## src/rtl/valu_alpha_sequencer_if.sv

```systemverilog
// Job-in / result-out handshake bundle between the vector register read stage,
// the alpha sequencer and writeback.
interface valu_alpha_sequencer_if #(
   parameter int N = 128
);
   logic         in_valid;
   logic         in_ready;
   logic [1:0]   in_mode;
   logic [N-1:0] in_fg;
   logic [N-1:0] in_bg;
   logic [N-1:0] in_alpha;
   logic         out_valid;
   logic         out_ready;
   logic [N-1:0] out_data;

   modport slave (
      input  in_valid, in_mode, in_fg, in_bg, in_alpha, out_ready,
      output in_ready, out_valid, out_data
   );

   modport master (
      output in_valid, in_mode, in_fg, in_bg, in_alpha, out_ready,
      input  in_ready, out_valid, out_data
   );
endinterface

```

## src/rtl/valu_alpha_sequencer.sv

```systemverilog
// Sequences the shared vector ALU through inv/mul/mul/add/div to produce one
// alpha-blended vector per job; pass/clear jobs take a single ALU cycle.
module valu_alpha_sequencer #(
   parameter int N    = 128,
   parameter int LANE = 8
) (
   input  logic                    clk,
   input  logic                    rst,
   valu_alpha_sequencer_if.slave   job,
   output logic [N-1:0]            alu_a,
   output logic [N-1:0]            alu_b,
   output logic [2:0]              alu_sel,
   input  logic [N-1:0]            alu_c,
   output logic                    busy,
   output logic [15:0]             job_count
);

   localparam logic [N-1:0] MAX = {(N/LANE){{LANE{1'b1}}}};

   localparam logic [2:0] SEL_ZERO = 3'd0;
   localparam logic [2:0] SEL_A    = 3'd1;
   localparam logic [2:0] SEL_ADD  = 3'd2;
   localparam logic [2:0] SEL_SUB  = 3'd3;
   localparam logic [2:0] SEL_MUL  = 3'd4;
   localparam logic [2:0] SEL_DIV  = 3'd5;
   localparam logic [2:0] SEL_B    = 3'd7;

   typedef enum logic [2:0] {
      IDLE, INV, MUL_FG, MUL_BG, ADD, DIV, SINGLE, DONE
   } state_t;

   state_t       state, state_n;
   logic [1:0]   mode_q;
   logic [N-1:0] fg_q, bg_q, alpha_q, inv_q, p1_q, p2_q;
   logic [N-1:0] out_data_q;
   logic         out_valid_q;
   logic [15:0]  job_cnt;

   assign job.in_ready  = (state == IDLE);
   assign job.out_valid = out_valid_q;
   assign job.out_data  = out_data_q;
   assign busy          = (state != IDLE);
   assign job_count     = job_cnt;

   always_comb begin
      state_n = state;
      alu_a   = '0;
      alu_b   = '0;
      alu_sel = SEL_ZERO;
      case (state)
         IDLE: begin
            if (job.in_valid) state_n = (job.in_mode == 2'd0) ? INV : SINGLE;
         end
         INV: begin
            alu_a   = MAX;
            alu_b   = alpha_q;
            alu_sel = SEL_SUB;
            state_n = MUL_FG;
         end
         MUL_FG: begin
            alu_a   = fg_q;
            alu_b   = alpha_q;
            alu_sel = SEL_MUL;
            state_n = MUL_BG;
         end
         MUL_BG: begin
            alu_a   = bg_q;
            alu_b   = inv_q;
            alu_sel = SEL_MUL;
            state_n = ADD;
         end
         ADD: begin
            alu_a   = p1_q;
            alu_b   = p2_q;
            alu_sel = SEL_ADD;
            state_n = DIV;
         end
         DIV: begin
            alu_a   = p1_q;
            alu_b   = MAX;
            alu_sel = SEL_DIV;
            state_n = DONE;
         end
         SINGLE: begin
            alu_a = fg_q;
            alu_b = bg_q;
            case (mode_q)
               2'd1:    alu_sel = SEL_A;
               2'd2:    alu_sel = SEL_B;
               default: alu_sel = SEL_ZERO;
            endcase
            state_n = DONE;
         end
         DONE: begin
            if (job.out_ready) state_n = IDLE;
         end
         default: state_n = IDLE;
      endcase
   end

   // p1 doubles as the sum register in ADD, so DIV reads the sum from p1
   always_ff @(posedge clk) begin
      if (rst) begin
         state       <= IDLE;
         mode_q      <= 2'd0;
         fg_q        <= '0;
         bg_q        <= '0;
         alpha_q     <= '0;
         inv_q       <= '0;
         p1_q        <= '0;
         p2_q        <= '0;
         out_data_q  <= '0;
         out_valid_q <= 1'b0;
         job_cnt     <= 16'd0;
      end else begin
         state <= state_n;
         case (state)
            IDLE: begin
               if (job.in_valid) begin
                  mode_q  <= job.in_mode;
                  fg_q    <= job.in_fg;
                  bg_q    <= job.in_bg;
                  alpha_q <= job.in_alpha;
               end
            end
            INV:    inv_q <= alu_c;
            MUL_FG: p1_q  <= alu_c;
            MUL_BG: p2_q  <= alu_c;
            ADD:    p1_q  <= alu_c;
            DIV, SINGLE: begin
               out_data_q  <= alu_c;
               out_valid_q <= 1'b1;
            end
            DONE: begin
               if (job.out_ready) begin
                  out_valid_q <= 1'b0;
                  job_cnt     <= job_cnt + 16'd1;
               end
            end
            default: ;
         endcase
      end
   end

endmodule

```

## src/flat_wrapper.sv

```systemverilog
// flat-port wrapper written by rule: the top's interface ports become plain ports
module valu_alpha_sequencer_flat 
#(
   parameter int N    = 128,
   parameter int LANE = 8
)
  (clk, rst, alu_a, alu_b, alu_sel, alu_c, busy, job_count, job_in_valid, job_in_mode, job_in_fg, job_in_bg, job_in_alpha, job_out_ready, job_in_ready, job_out_valid, job_out_data);
  valu_alpha_sequencer_if #(.N(N)) job_i ();
  input  logic clk;
  input  logic rst;
  output logic [N-1:0] alu_a;
  output logic [N-1:0] alu_b;
  output logic [2:0] alu_sel;
  input  logic [N-1:0] alu_c;
  output logic busy;
  output logic [15:0] job_count;
  input wire logic [$bits(job_i.in_valid)-1:0] job_in_valid;
  input wire logic [$bits(job_i.in_mode)-1:0] job_in_mode;
  input wire logic [$bits(job_i.in_fg)-1:0] job_in_fg;
  input wire logic [$bits(job_i.in_bg)-1:0] job_in_bg;
  input wire logic [$bits(job_i.in_alpha)-1:0] job_in_alpha;
  input wire logic [$bits(job_i.out_ready)-1:0] job_out_ready;
  output wire logic [$bits(job_i.in_ready)-1:0] job_in_ready;
  output wire logic [$bits(job_i.out_valid)-1:0] job_out_valid;
  output wire logic [$bits(job_i.out_data)-1:0] job_out_data;
  assign job_i.in_valid = job_in_valid;
  assign job_i.in_mode = job_in_mode;
  assign job_i.in_fg = job_in_fg;
  assign job_i.in_bg = job_in_bg;
  assign job_i.in_alpha = job_in_alpha;
  assign job_i.out_ready = job_out_ready;
  assign job_in_ready = job_i.in_ready;
  assign job_out_valid = job_i.out_valid;
  assign job_out_data = job_i.out_data;
  valu_alpha_sequencer #(.N(N), .LANE(LANE)) u_core (.clk(clk), .rst(rst), .job(job_i), .alu_a(alu_a), .alu_b(alu_b), .alu_sel(alu_sel), .alu_c(alu_c), .busy(busy), .job_count(job_count));
endmodule
```

## config.mk

```make
export PLATFORM = sky130hd
export DESIGN_NAME = valu_alpha_sequencer_flat
export DESIGN_NICKNAME = d
export VERILOG_FILES = /design/src/rtl/valu_alpha_sequencer_if.sv /design/src/rtl/valu_alpha_sequencer.sv /design/src/flat_wrapper.sv
export SDC_FILE = /design/constraint.sdc
export NUM_CORES = 2
export LEC_CHECK = 0
export ABC_AREA = 1
export CELL_PAD_IN_SITES_DETAIL_PLACEMENT = 0
export CELL_PAD_IN_SITES_GLOBAL_PLACEMENT = 2
export CORE_UTILIZATION = 28
export CTS_CLUSTER_DIAMETER = 50
export CTS_CLUSTER_SIZE = 24
export DETAILED_ROUTE_END_ITERATION = 10
export GPL_ROUTABILITY_DRIVEN = 0
export PLACE_DENSITY = 0.78
export SLEW_MARGIN = 20
export SYNTH_ARGS = -nofsm -noshare
export SYNTH_HDL_FRONTEND = slang
export SYNTH_SLANG_ARGS = --single-unit
```

## constraint.sdc

```tcl
create_clock -name clk -period 2.1 [get_ports clk]
set_input_delay 0.42 -clock clk [delete_from_list [all_inputs] [get_ports clk]]
set_output_delay 0.42 -clock clk [all_outputs]
set_load 0.005 [all_outputs]
```

== Word level (Yosys, flattened, before mapping) ==
Index checks and enable logic that the tools add are counted.
Widths: inputs -> output; s select.
Cells by class
  add/sub/neg operators: 1
  equal/unequal tests: 11
  muxes and demuxes: 10
  reduce and logical (&&, ||, !) cells: 14
Operator list (count)
  $pmux 128 s5: 1
  $pmux 128 s4: 1
  $pmux 3 s7: 1
  $add 16x1->16 const B: 1
  $pmux 3 s5: 1
  $eq 3x3->1 const B: 4
  $reduce_or 2->1: 6
  $mux 3: 3
  $reduce_and 2->1: 4
  $eq 3x2->1 const B: 2
  $pmux 3 s2: 1
  $ne 2x2->1 const B: 2
  $eq 3x1->1 const B: 1
  $logic_not 3->1: 1
  $reduce_bool 3->1: 1
  $eq 2x1->1 const B: 1
  $eq 2x2->1 const B: 1
  $logic_not 2->1: 1
  $pmux 1 s2: 1
  $reduce_bool 2->1: 1
  $mux 1: 1
Word-level totals
  flip-flop bits (word level): 918
  input bits: 518
  output and inout port bits: 406
  word-level logic and storage cells: 47

== Depth between registers and ports, before layout ==
  word-level depth: 4
  depth in mapped cells: 10
  depth with buffers taken out: 8

== Worst setup path before layout ==
OpenSTA, ideal clock, no wires.
  path type: register to output
  start point: register u_core.state[1]
  end point: output port alu_b[0]
  arrival time: 1.314 ns
  data required time: 1.680 ns
  setup slack: 0.366 ns
  stages on the path, launching flop included: 8
  path buffers: 4
  path through: dfxtp_1 > buf_4 > inv_2 > buf_4 > buf_4 > clkbuf_1 > o211ai_1 > o2111ai_1
On the way
  cells in the longest elaborated chain, start to end: 3
  elaborated cells between the ends (all ways): 8
  classes of those cells: eq/ne: 6; mux: 1; reduce/logical: 1
Ends and longest elaborated chain
  from (decl): RTL line valu_alpha_sequencer.sv:32  | state_t state, state_n;
  from (signal assigned): RTL line valu_alpha_sequencer.sv:116  | state <= state_n;
  $eq 3x1->1 or $eq 3x2->1 (tied branches): RTL line valu_alpha_sequencer.sv:50  | case (state)
  $reduce_or 2->1 (no line)
  $pmux 128 s5 *: RTL line valu_alpha_sequencer.sv:50
  to (decl): RTL line flat_wrapper.sv:12  | output logic [N-1:0] alu_b;
Every way passes the cells marked *; elsewhere a longest branch is shown, timed or not.

== Final worst setup path ==
  start point: register u_core.state[1]
  end point: output port alu_b[60]
Same word-level chain as after synthesis.

==> results.md <==
- Yosys top cell by area: dfxtp_1
- Slew Viols, Final: 0
- Leak pwr: 24.5 nW
- Worst r2r path cells: 9
- Final setup fails: 531
- Hold Startpoint: job_in_alpha[81]
- Main combinational cell family by area after synthesis: compound AO/OA/AOI/OAI gates
- Clock transition at the registers of the reported paths: 0.06 ns
- CP Data Arrival Time: 2.48 ns
- Simple-gate share of the synthesized area: 18.2%
- Fin nets: 6751
- Clock Tree Root: clkbuf_16
- DR WL/cell: 24.6 um
- Ys async rst share: 0%
- Die Y: 371 um
- Crit Path Class: reg -> out
- # rows: 134
- Final period util: 138%
- Synth Area in XOR/XNOR: 0.0230%
- Synth unique cells: 28
- Initial antenna violation count: 45
- Die area: 138000 sq um
- Share of the synthesized area in the top cell type: 48.2%
- Remaining antenna violation count after routing: 0
- Synth Area in Adders: 0.0657%
- Crit-path slowest cell: dfxtp_4
- Max Root-Sink Buffers: 3
- Global route overflow: 0
- Outcome: finished with violations
- Layout cell share with drive strength beyond 1: 19.3%
- Gr usage total: 26.7%
- Int Pwr: 0.0543 W
- TNS Setup: -189.03 ns
- Vias per cell: 5.07
- Remaining DRCs: 0
- Vias in the first global route: 39063
- Area Overhead vs Synth: 56.1%
- Starting Density: 28.4%
- Post-synthesis sequential area ratio: 48.2%
- Port buffer count: 923
- Maximum number of pins on one net before global-route repair: 134
- Fin. Hold Viols: 0
- Flop pwr share: 29.0%
- Detailed placer's ending HPWL: 132000 um
- Die width: 371 um
- Crit-path max FO: 8
- TritonCTS clock tree: done
- Post-synthesis cell count: 5132
- Worst Hold Class: in -> reg
- Synth Flop Type: dfxtp_1
- Routed WL: 200000 um
- CTS Buf Count: 130
- H-tree depth: 4
- RSZ-0062 raised after global routing: yes
- Clk sink count: 918
- Drt pass-1 iters: 6
- Syn. warnings: 0
- Core area: 134000 sq um
- Tmin final: 2.90 ns
- Critical Path RT: 1.68 ns
- Critical path's largest stage delay: 0.36 ns
- Worst clock skew: 0.0444 ns
- Compound-Gate Fraction of Synth Area: 25.1%
- Endpoint class of the critical path: output pin
- Pwr per Cell Area: 1500 nW/um^2
- Mux share of post-synthesis cell area: 0%
- Worst Hold Endpoint: u_core.alpha_q[81]
- Fill cell count: 13507
- Core Util, Final: 44.3%
- Reg2reg setup slack: -0.21 ns
- Initial DRC Count: 3138
- Top cell by count, worst path: buf_6
- Clock power share: 25.8%
- CP startpoint: u_core.state[1]
- Worst R2R Start: u_core.state[1]
- Critical path buffer and inverter count: 6
- Final worst setup slack: -0.797 ns
- Worst-Skew Late Latency: 0.77 ns
- Crit-path cells: buf_6 -> nor2_4 -> nand2_8 -> nand2_8 -> buf_6 -> buf_12 -> buf_8 -> buf_6 -> nand2_4 -> o2111ai_4 -> buf_6
- Syn_nets: 5652
- Register bit total from synthesis: 918
- Violated checks: setup timing
- Count leader, synth: nor2_1
- First-pass GRT wire length: 272000 um
- Post-synth top cells: nor2_1, dfxtp_1, o21ai_0
- Slew HR: 35.1%
- Switch share: 39.3%
- Via count: 41129
- CP top delay family: buffers and inverters
- Mean Syn Cell Area: 7.42 sq um
- Slew of the pin with the lowest slew margin: 0.974 ns
- Ports: 924
- Critical R2R Capture: u_core.inv_q[80]
- CP startpoint kind: flip-flop
- Ranking of synthesized cells by area: dfxtp_1, nor2_1, o21ai_0
- Post-synth EDFFs: 0
- Max Fclk: 345 MHz
- Peak supply drop: 0.910 mV
- Combinational share of power: 45.1%
- Area of the mapped netlist: 38100 sq um
- Min-Delay Path Depth: 3
- Net switching power figure: 0.0351 W
- Max Cap Violations: 0
## power by group through the flow
stage          Sequential [W]  Clock (W)  Combinational [W]
2_1_floorplan          0.0251          0             0.0155
3_3_place_gp           0.0258          0             0.0352
3_5_place_dp           0.0258          0             0.0353
4_1_cts                0.0256     0.0234             0.0367
5_1_grt                0.0265     0.0241             0.0432
6_report               0.0260     0.0231             0.0404
## worst register-to-register path: stages, from the launching register on
cell and delay [ns]:
dfxtp_4 0.38, buf_6 0.12, nor2_4 0.05, nand2_8 0.15, buf_4 0.14, buf_4 0.10, buf_6 0.26, buf_4 0.72
o21ai_0 0.22, nor2_1 0.13
## layer usage
metal  vias up  track usage, %  routed length (um)
li1      19529               -                   -
met1     19864            34.2               86000
met2      1374            43.6               93800
met3       318            6.43               13700
met4        44            9.46                6060
met5         -               0                 278
## worst max-delay path by stage
stage	to	slack, ns	cells past startpoint
2_1_floorplan	alu_b[0]	0.37	7
3_3_place_gp	alu_b[93]	-0.56	9
3_5_place_dp	alu_b[93]	-0.56	9
4_1_cts	alu_b[93]	-1.10	9
5_1_grt	alu_b[60]	-0.88	11
6_report	alu_b[60]	-0.80	11
## cell usage in the layout, fill, tap and decap left out, drive strengths merged, types with 5 or more instances in the layout
cell,count
a21oi,525
buf,676
bufinv,15
clkbuf,216
clkdlybuf4s50,660
clkinv,30
clkinvlp,9
dfxtp,918
diode,19
dlymetal6s2s,24
inv,309
nand2,561
nand3,145
nand4,5
nor2,1062
nor3,5
o2111ai,127
o211ai,255
o21ai,775
## area by class of cell
type / instances / area (sq um) / area share [%]
diodes: 19 / 47.5 / 0.0799
clock buffers: 162 / 3600 / 6.05
clock inverters: 69 / 871 / 1.46
inverters: 293 / 1180 / 1.98
multi-input cells: 3466 / 18200 / 30.6
flip-flops and latches: 918 / 18400 / 30.9
well taps: 1768 / 2210 / 3.72
repair buffers: 1421 / 15000 / 25.1
repair inverters: 1 / 11.3 / 0.0189
## metrics by stage
stage          cells  cell area [sq um]  worst slack (ns)  power, W  hold WS, ns
2_1_floorplan   5132              38100             0.366    0.0405        0.429
3_3_place_gp    7687              51100            -0.564    0.0610        0.437
3_5_place_dp    7687              51100            -0.561    0.0611        0.441
4_1_cts         7959              56500             -1.10    0.0856        0.193
5_1_grt         8116              59500            -0.883    0.0938        0.212
6_report        8117              59500            -0.797    0.0895        0.239
## sequential cells by signal (all words and copies together), names as in the netlist
name                  count
u_core.alpha_q          128
u_core.bg_q             128
u_core.fg_q             128
u_core.inv_q            128
u_core.job.out_data     128
u_core.p1_q             128
u_core.p2_q             128
u_core.job_count         16
u_core.state              3
u_core.mode_q             2
u_core.job.out_valid      1
## repair_timing
action / CTS / global route
pin swaps: 11 / 43
setup endpoints to repair: 513 / 793
setup buffers: 23 / 118
hold buffers: 2 / 0
hold endpoints to repair: 7 / 0
gates cloned: 16 / 34
resized for setup: 443 / 963
## cells by family (layout without fill, tap and decap cells)
kind of cell | Yosys count | after routing
other | 0 | 19
AO/OA/AOI/OAI | 1684 | 1684
XOR/XNOR | 1 | 1
AND/OR/NAND/NOR | 1779 | 1779
buffers and inverters | 748 | 1946
adder cells (fa/ha/maj) | 2 | 2
flip-flops | 918 | 918
Power figures use the tool's default switching activity.
